**src/rtl/sw_pkg.sv**
```systemverilog
// Shared definitions for the stopwatch/watch front end: the button debouncer
// state encoding and the default system clock rate used by the tick logic.
package sw_pkg;

    // Basys3 system clock.
    localparam int unsigned DEFAULT_CLK_HZ = 100_000_000;

    // Debouncer FSM states. The two *_WAIT states are where the input is being
    // qualified; the other two are settled levels of the debounced output.
    typedef enum logic [1:0] {
        IDLE         = 2'd0,
        PRESS_WAIT   = 2'd1,
        PRESSED      = 2'd2,
        RELEASE_WAIT = 2'd3
    } db_state_t;

    // True while the debouncer is qualifying a change of the input level.
    function automatic logic is_wait_state(input db_state_t s);
        return (s == PRESS_WAIT) || (s == RELEASE_WAIT);
    endfunction

endpackage

```
**src/rtl/tick_gen.sv**
```systemverilog
// Free-running clock divider. Emits a one-cycle tick every DIV cycles, on the
// cycle where the count sits at DIV-1; the count wraps to 0 on that same edge.
// Only reset clears it, so the tick phase is fixed relative to reset release.
module tick_gen #(
    parameter int unsigned DIV = 4
) (
    input  logic i_clk,
    input  logic i_rst,
    output logic o_tick
);

    localparam int unsigned CW = (DIV > 1) ? $clog2(DIV) : 1;
    localparam logic [CW-1:0] LAST = CW'(DIV - 1);

    logic [CW-1:0] r_cnt;
    logic          w_last;

    assign w_last = (r_cnt == LAST);

    // Count 0..DIV-1 and wrap; synchronous reset to 0.
    always_ff @(posedge i_clk) begin
        if (i_rst) begin
            r_cnt <= '0;
        end else if (w_last) begin
            r_cnt <= '0;
        end else begin
            r_cnt <= r_cnt + CW'(1);
        end
    end

    // Combinational decode of the terminal count; it reads 0 during and right
    // after reset because the count is 0 there.
    assign o_tick = w_last;

endmodule

```
**src/rtl/btn_debounce.sv**
```systemverilog
// Push-button synchroniser and debouncer. The raw pin is brought into the
// clock domain by a flop chain, then an FSM only lets the debounced level
// change once the synchronised input has held the new level for STABLE_CNT
// consecutive sample ticks. Any reversal during qualification restarts it.
//
// Handshake: none. btn_db is a registered level; busy is high exactly while
// a level change is being qualified. dbg_state mirrors the FSM register.
module btn_debounce
    import sw_pkg::*;
#(
    parameter int unsigned CLK_HZ      = DEFAULT_CLK_HZ,
    parameter int unsigned TICK_HZ     = 1_000,
    parameter int unsigned STABLE_CNT  = 10,
    parameter int unsigned SYNC_STAGES = 2
) (
    input  logic      clk,
    input  logic      rst,
    input  logic      btn_raw,
    output logic      btn_db,
    output logic      busy,
    output db_state_t dbg_state
);

    localparam int unsigned DIV     = CLK_HZ / TICK_HZ;
    localparam int unsigned SC_W    = (STABLE_CNT > 0) ? $clog2(STABLE_CNT + 1) : 1;
    localparam logic [SC_W-1:0] SC_LAST = SC_W'(STABLE_CNT - 1);

    // ------------------------------------------------------------------
    // Synchroniser
    // ------------------------------------------------------------------
    logic [SYNC_STAGES-1:0] r_sync;
    logic                   w_btn_s;

    // Shift the asynchronous pin through the flop chain.
    always_ff @(posedge clk) begin
        if (rst) begin
            r_sync <= '0;
        end else begin
            r_sync <= {r_sync[SYNC_STAGES-2:0], btn_raw};
        end
    end

    assign w_btn_s = r_sync[SYNC_STAGES-1];

    // ------------------------------------------------------------------
    // Sample tick
    // ------------------------------------------------------------------
    logic w_tick;

    tick_gen #(
        .DIV (DIV)
    ) u_tick_gen (
        .i_clk  (clk),
        .i_rst  (rst),
        .o_tick (w_tick)
    );

    // ------------------------------------------------------------------
    // Debounce FSM and stable-tick counter
    // ------------------------------------------------------------------
    db_state_t       r_state;
    db_state_t       w_state_nxt;
    logic [SC_W-1:0] r_sc;
    logic [SC_W-1:0] w_sc_nxt;
    logic            r_btn_db;
    logic            w_db_nxt;

    // State, counter and debounced level registers; reset wins over everything.
    always_ff @(posedge clk) begin
        if (rst) begin
            r_state  <= IDLE;
            r_sc     <= '0;
            r_btn_db <= 1'b0;
        end else begin
            r_state  <= w_state_nxt;
            r_sc     <= w_sc_nxt;
            r_btn_db <= w_db_nxt;
        end
    end

    // Next-state logic. The counter is cleared on every state change, so it
    // only ever counts up to STABLE_CNT-1 before the state moves on and it
    // never wraps. A drop of the input takes priority over a coincident tick.
    always_comb begin
        w_state_nxt = r_state;
        w_sc_nxt    = r_sc;
        w_db_nxt    = r_btn_db;

        case (r_state)
            IDLE: begin
                if (w_btn_s) begin
                    w_state_nxt = PRESS_WAIT;
                    w_sc_nxt    = '0;
                end
            end

            PRESS_WAIT: begin
                if (!w_btn_s) begin
                    w_state_nxt = IDLE;
                    w_sc_nxt    = '0;
                end else if (w_tick) begin
                    if (r_sc == SC_LAST) begin
                        w_state_nxt = PRESSED;
                        w_sc_nxt    = '0;
                        w_db_nxt    = 1'b1;
                    end else begin
                        w_sc_nxt    = r_sc + SC_W'(1);
                    end
                end
            end

            PRESSED: begin
                if (!w_btn_s) begin
                    w_state_nxt = RELEASE_WAIT;
                    w_sc_nxt    = '0;
                end
            end

            RELEASE_WAIT: begin
                if (w_btn_s) begin
                    w_state_nxt = PRESSED;
                    w_sc_nxt    = '0;
                end else if (w_tick) begin
                    if (r_sc == SC_LAST) begin
                        w_state_nxt = IDLE;
                        w_sc_nxt    = '0;
                        w_db_nxt    = 1'b0;
                    end else begin
                        w_sc_nxt    = r_sc + SC_W'(1);
                    end
                end
            end

            default: begin
                w_state_nxt = IDLE;
                w_sc_nxt    = '0;
                w_db_nxt    = 1'b0;
            end
        endcase
    end

    assign btn_db    = r_btn_db;
    assign busy      = is_wait_state(r_state);
    assign dbg_state = r_state;

endmodule

```
**config.mk**
```make
export PLATFORM = sky130hd
export DESIGN_NAME = btn_debounce
export DESIGN_NICKNAME = d
export VERILOG_FILES = /design/src/rtl/sw_pkg.sv /design/src/rtl/tick_gen.sv /design/src/rtl/btn_debounce.sv
export SDC_FILE = /design/constraint.sdc
export NUM_CORES = 1
export LEC_CHECK = 0
export ABC_CLOCK_PERIOD_IN_PS = 2100
export BUFFER_PORTS_ARGS = -buffer_cell sky130_fd_sc_hd__buf_4
export CAP_MARGIN = 10
export CORE_MARGIN = 5
export CORE_UTILIZATION = 40
export DETAILED_ROUTE_END_ITERATION = 7
export SLEW_MARGIN = 20
export SYNTH_ARGS = -nofsm -noshare
export SYNTH_HDL_FRONTEND = slang
export SYNTH_SLANG_ARGS = --single-unit
```
**constraint.sdc**
```tcl
create_clock -name clk -period 2.1 [get_ports clk]
set_clock_uncertainty 0.05 [all_clocks]
set_input_delay 0.105 -clock clk [delete_from_list [all_inputs] [get_ports clk]]
set_output_delay 0.105 -clock clk [all_outputs]
set_load 0.005 [all_outputs]
```
==> results.json <==
{
  "yosysMostFrequentCell": "dfxtp_1",
  "synthesis.instances": 140,
  "synth_commonest_cells": "dfxtp_1 (26), nor2_1 (13), nand2_1 (10)",
  "grt_pass1_wl_um": 4640,
  "synthTopCellsByArea": "dfxtp_1 (40%), xor2_1 (6.1%), nand4_1 (3.9%), nor2_1 (3.8%), ha_1 (2.9%)",
  "hpwl_um": 1890,
  "outcome": "complete, no violations",
  "wl_per_cell_um": 13.3,
  "synth-main-ff-cell": "dfxtp_1",
  "worstPathMaxFanout": 6,
  "fmax_ghz": 0.548,
  "final_layout_size_suffix_gt1_share_pct": 13.3,
  "synth_fp_nets": 146,
  "row_count": 20,
  "clkTransAtPathRegs_ns": 0.14,
  "initial_core_util_pct": 42.0,
  "p_comb_share_pct": 4.5,
  "internal_power_mw": 0.624,
  "ir_drop_v": 0.000273,
  "cap_violations": 0,
  "grt_pass1_vias": 1038,
  "numCtsBuffers": 3,
  "via_count": 1066,
  "min_path_type": "flip-flop to flip-flop",
  "synth-seq-area-share_pct": 40.2,
  "arrival_ns": 2.04,
  "drc_errors": 0,
  "drt-total-wl_um": 2590,
  "grt_max_degree": 17,
  "slew_headroom_pct": 64.2,
  "ant_nets": 0,
  "fillers": 324,
  "synth_seq_cells": 26,
  "period_share_pct": 86.8,
  "critical_path.endpoint_type": "flip-flop",
  "hold_violations": 0,
  "antenna_found_initial": 0,
  "slew_viol_final": 0,
  "dieArea_um2": 4470,
  "setup_viol": 0,
  "critPathKind": "flip-flop to flip-flop",
  "drtPass1Iterations": 4,
  "ys_warn_count": 0,
  "p_sw_mw": 0.172,
  "grt_util_all_layers_pct": 13.3,
  "worst_pin_slew_ns": 0.533,
  "vias_per_cell": 5.49,
  "min_from": "u_tick_gen.r_cnt[0]$_SDFF_PP0_",
  "worstHoldEndpoint": "u_tick_gen.r_cnt[0]$_SDFF_PP0_",
  "yosys.area.top_type": "dfxtp_1",
  "p_seq_share_pct": 63.5,
  "gp_congestion": 0.778,
  "netlist-cell-type-count": 39,
  "async_flop_share_pct": 0,
  "die_w_um": 66.9,
  "netlist.area_leader.share_pct": 40.2,
  "ios": 7,
  "worst_setup_path_start_kind": "flip-flop",
  "required_ns": 2.31,
  "clock_path_buffers": 2,
  "clock_latency_ns": 0.32,
  "h-tree-depth": 1,
  "cts_setup_buffers": 0,
  "drtIter0Drc": 60,
  "reg2reg_depth": 5,
  "power.leakage_nw": 0.548,
  "rsz0062_at_grt": "no",
  "rrSetupSlack_ns": 0.28,
  "root_buffer": "clkbuf_4",
  "ctsResizeCount": 0,
  "final_nets": 157,
  "num_antenna_cells": 0,
  "switching_share_pct": 21.6,
  "cts.sinks": 26,
  "io_buffers": 6,
  "fin_hold_ws_ns": 0.401,
  "fin_util_pct": 47.1,
  "rr_endpoint": "r_sc[1]$_SDFFE_PP0P_",
  "grt-ovfl-total": 0,
  "core_area_um2": 3080,
  "avgSynthCellArea_um2": 9.24,
  "hold-path-cell-count": 1,
  "cts_tree": "yes",
  "reg2reg_from": "u_tick_gen.r_cnt[0]$_SDFF_PP0_",
  "tns_ns": 0,
  "syn_area_um2": 1290,
  "synth_edf_count": 0,
  "power_mw": 0.796,
  "powerDensity_nw_per_um2": 549,
  "die_h_um": 66.9,
  "fin_crit_ns": 1.82,
  "area_growth_pct": 12.1,
  "p_clk_share_pct": 32.0
}
## logic make-up after synthesis
family,count (synthesis),share of synthesized area (%)
multiplexers,1,0.774
adder cells (fa/ha/maj),3,2.90
AO/OA/AOI/OAI,22,11.0
flip-flops,26,40.2
buffers and inverters,9,3.09
AND/OR/NAND/NOR,68,34.5
XOR/XNOR,11,7.45
## metal layers
| metal | vias up | global-route usage, % | part of all wire [%] |
|---|---|---|---|
| met5 | - | 0 | 0 |
| met4 | 0 | 4.56 | 1.3 |
| met3 | 4 | 2.53 | 3.2 |
| met2 | 23 | 21.0 | 44 |
| met1 | 505 | 17.9 | 51 |
| li1 | 534 | - | - |
## power by group through the flow
stage | clock [mW] | combinational [mW] | sequential (mW)
2_1_floorplan | 0 | 0.0195 | 0.515
6_report | 0.254 | 0.0359 | 0.506
4_1_cts | 0.264 | 0.0362 | 0.506
5_1_grt | 0.289 | 0.0405 | 0.508
3_5_place_dp | 0 | 0.0314 | 0.516
3_3_place_gp | 0 | 0.0321 | 0.516
## flip-flops by register name (all words and copies together), names as in the netlist, named ones only
| signal | count |
|---|---|
| u_tick_gen.r_cnt | 17 |
| r_sync | 2 |
| r_sc | 4 |
| dbg_state | 1 |
| btn_db | 1 |
## worst max-delay path, cell delays in order, from the launching register on
cell	delay, ns
dfxtp_1	0.37
ha_1	0.23
and4_1	0.36
nand4_2	0.18
or3b_1	0.43
o22ai_1	0.14
## cells in the final DEF, fill, tap and decap left out, types with 4 or more instances in the layout
cell type  count
xor2_1         9
and3_1         4
buf_4          8
nand3_1        6
nand4_1        8
nor2b_1        4
nand2_1       10
nor2_1        13
dfxtp_1       26
o21ai_0        5
a21oi_1        6
inv_1          4
or3_1          4
## metrics by stage
stage,cells,area (um2),worst slack (ns)
global route,194,1450,0.0892
finish,194,1450,0.276
CTS,194,1450,0.279
floorplan,140,1290,0.497
detailed placement,187,1380,0.323
global placement,187,1380,0.398
## area by class of cell
type                            count  area (um2)  area share (%)
Multi-Input combinational cell    105         733            50.6
Sequential cell                    26         520            35.9
Timing Repair Buffer               11        90.1            6.21
Tap cell                           44        55.1            3.80
Clock buffer                        4        36.3            2.50
Inverter                            4        15.0            1.04
## worst max-delay path by stage
| stage | startpoint | end | slack (ns) |
|---|---|---|---|
| 4_1_cts | u_tick_gen.r_cnt[0]$_SDFF_PP0_ | r_sc[1]$_SDFFE_PP0P_ | 0.28 |
| 5_1_grt | u_tick_gen.r_cnt[0]$_SDFF_PP0_ | r_sc[0]$_SDFFE_PP0P_ | 0.09 |
| 3_3_place_gp | u_tick_gen.r_cnt[0]$_SDFF_PP0_ | r_sc[1]$_SDFFE_PP0P_ | 0.40 |
| 6_report | u_tick_gen.r_cnt[0]$_SDFF_PP0_ | r_sc[1]$_SDFFE_PP0P_ | 0.28 |
| 3_5_place_dp | u_tick_gen.r_cnt[0]$_SDFF_PP0_ | r_sc[1]$_SDFFE_PP0P_ | 0.32 |
| 2_1_floorplan | u_tick_gen.r_cnt[0]$_SDFF_PP0_ | r_sc[1]$_SDFFE_PP0P_ | 0.50 |
## what timing repair did
action,4_1_cts,5_1_grt
hold endpoints to repair,4,0
setup endpoints to repair,0,0
hold buffers,3,0
No activity file was read; power rests on OpenSTA's default activity.
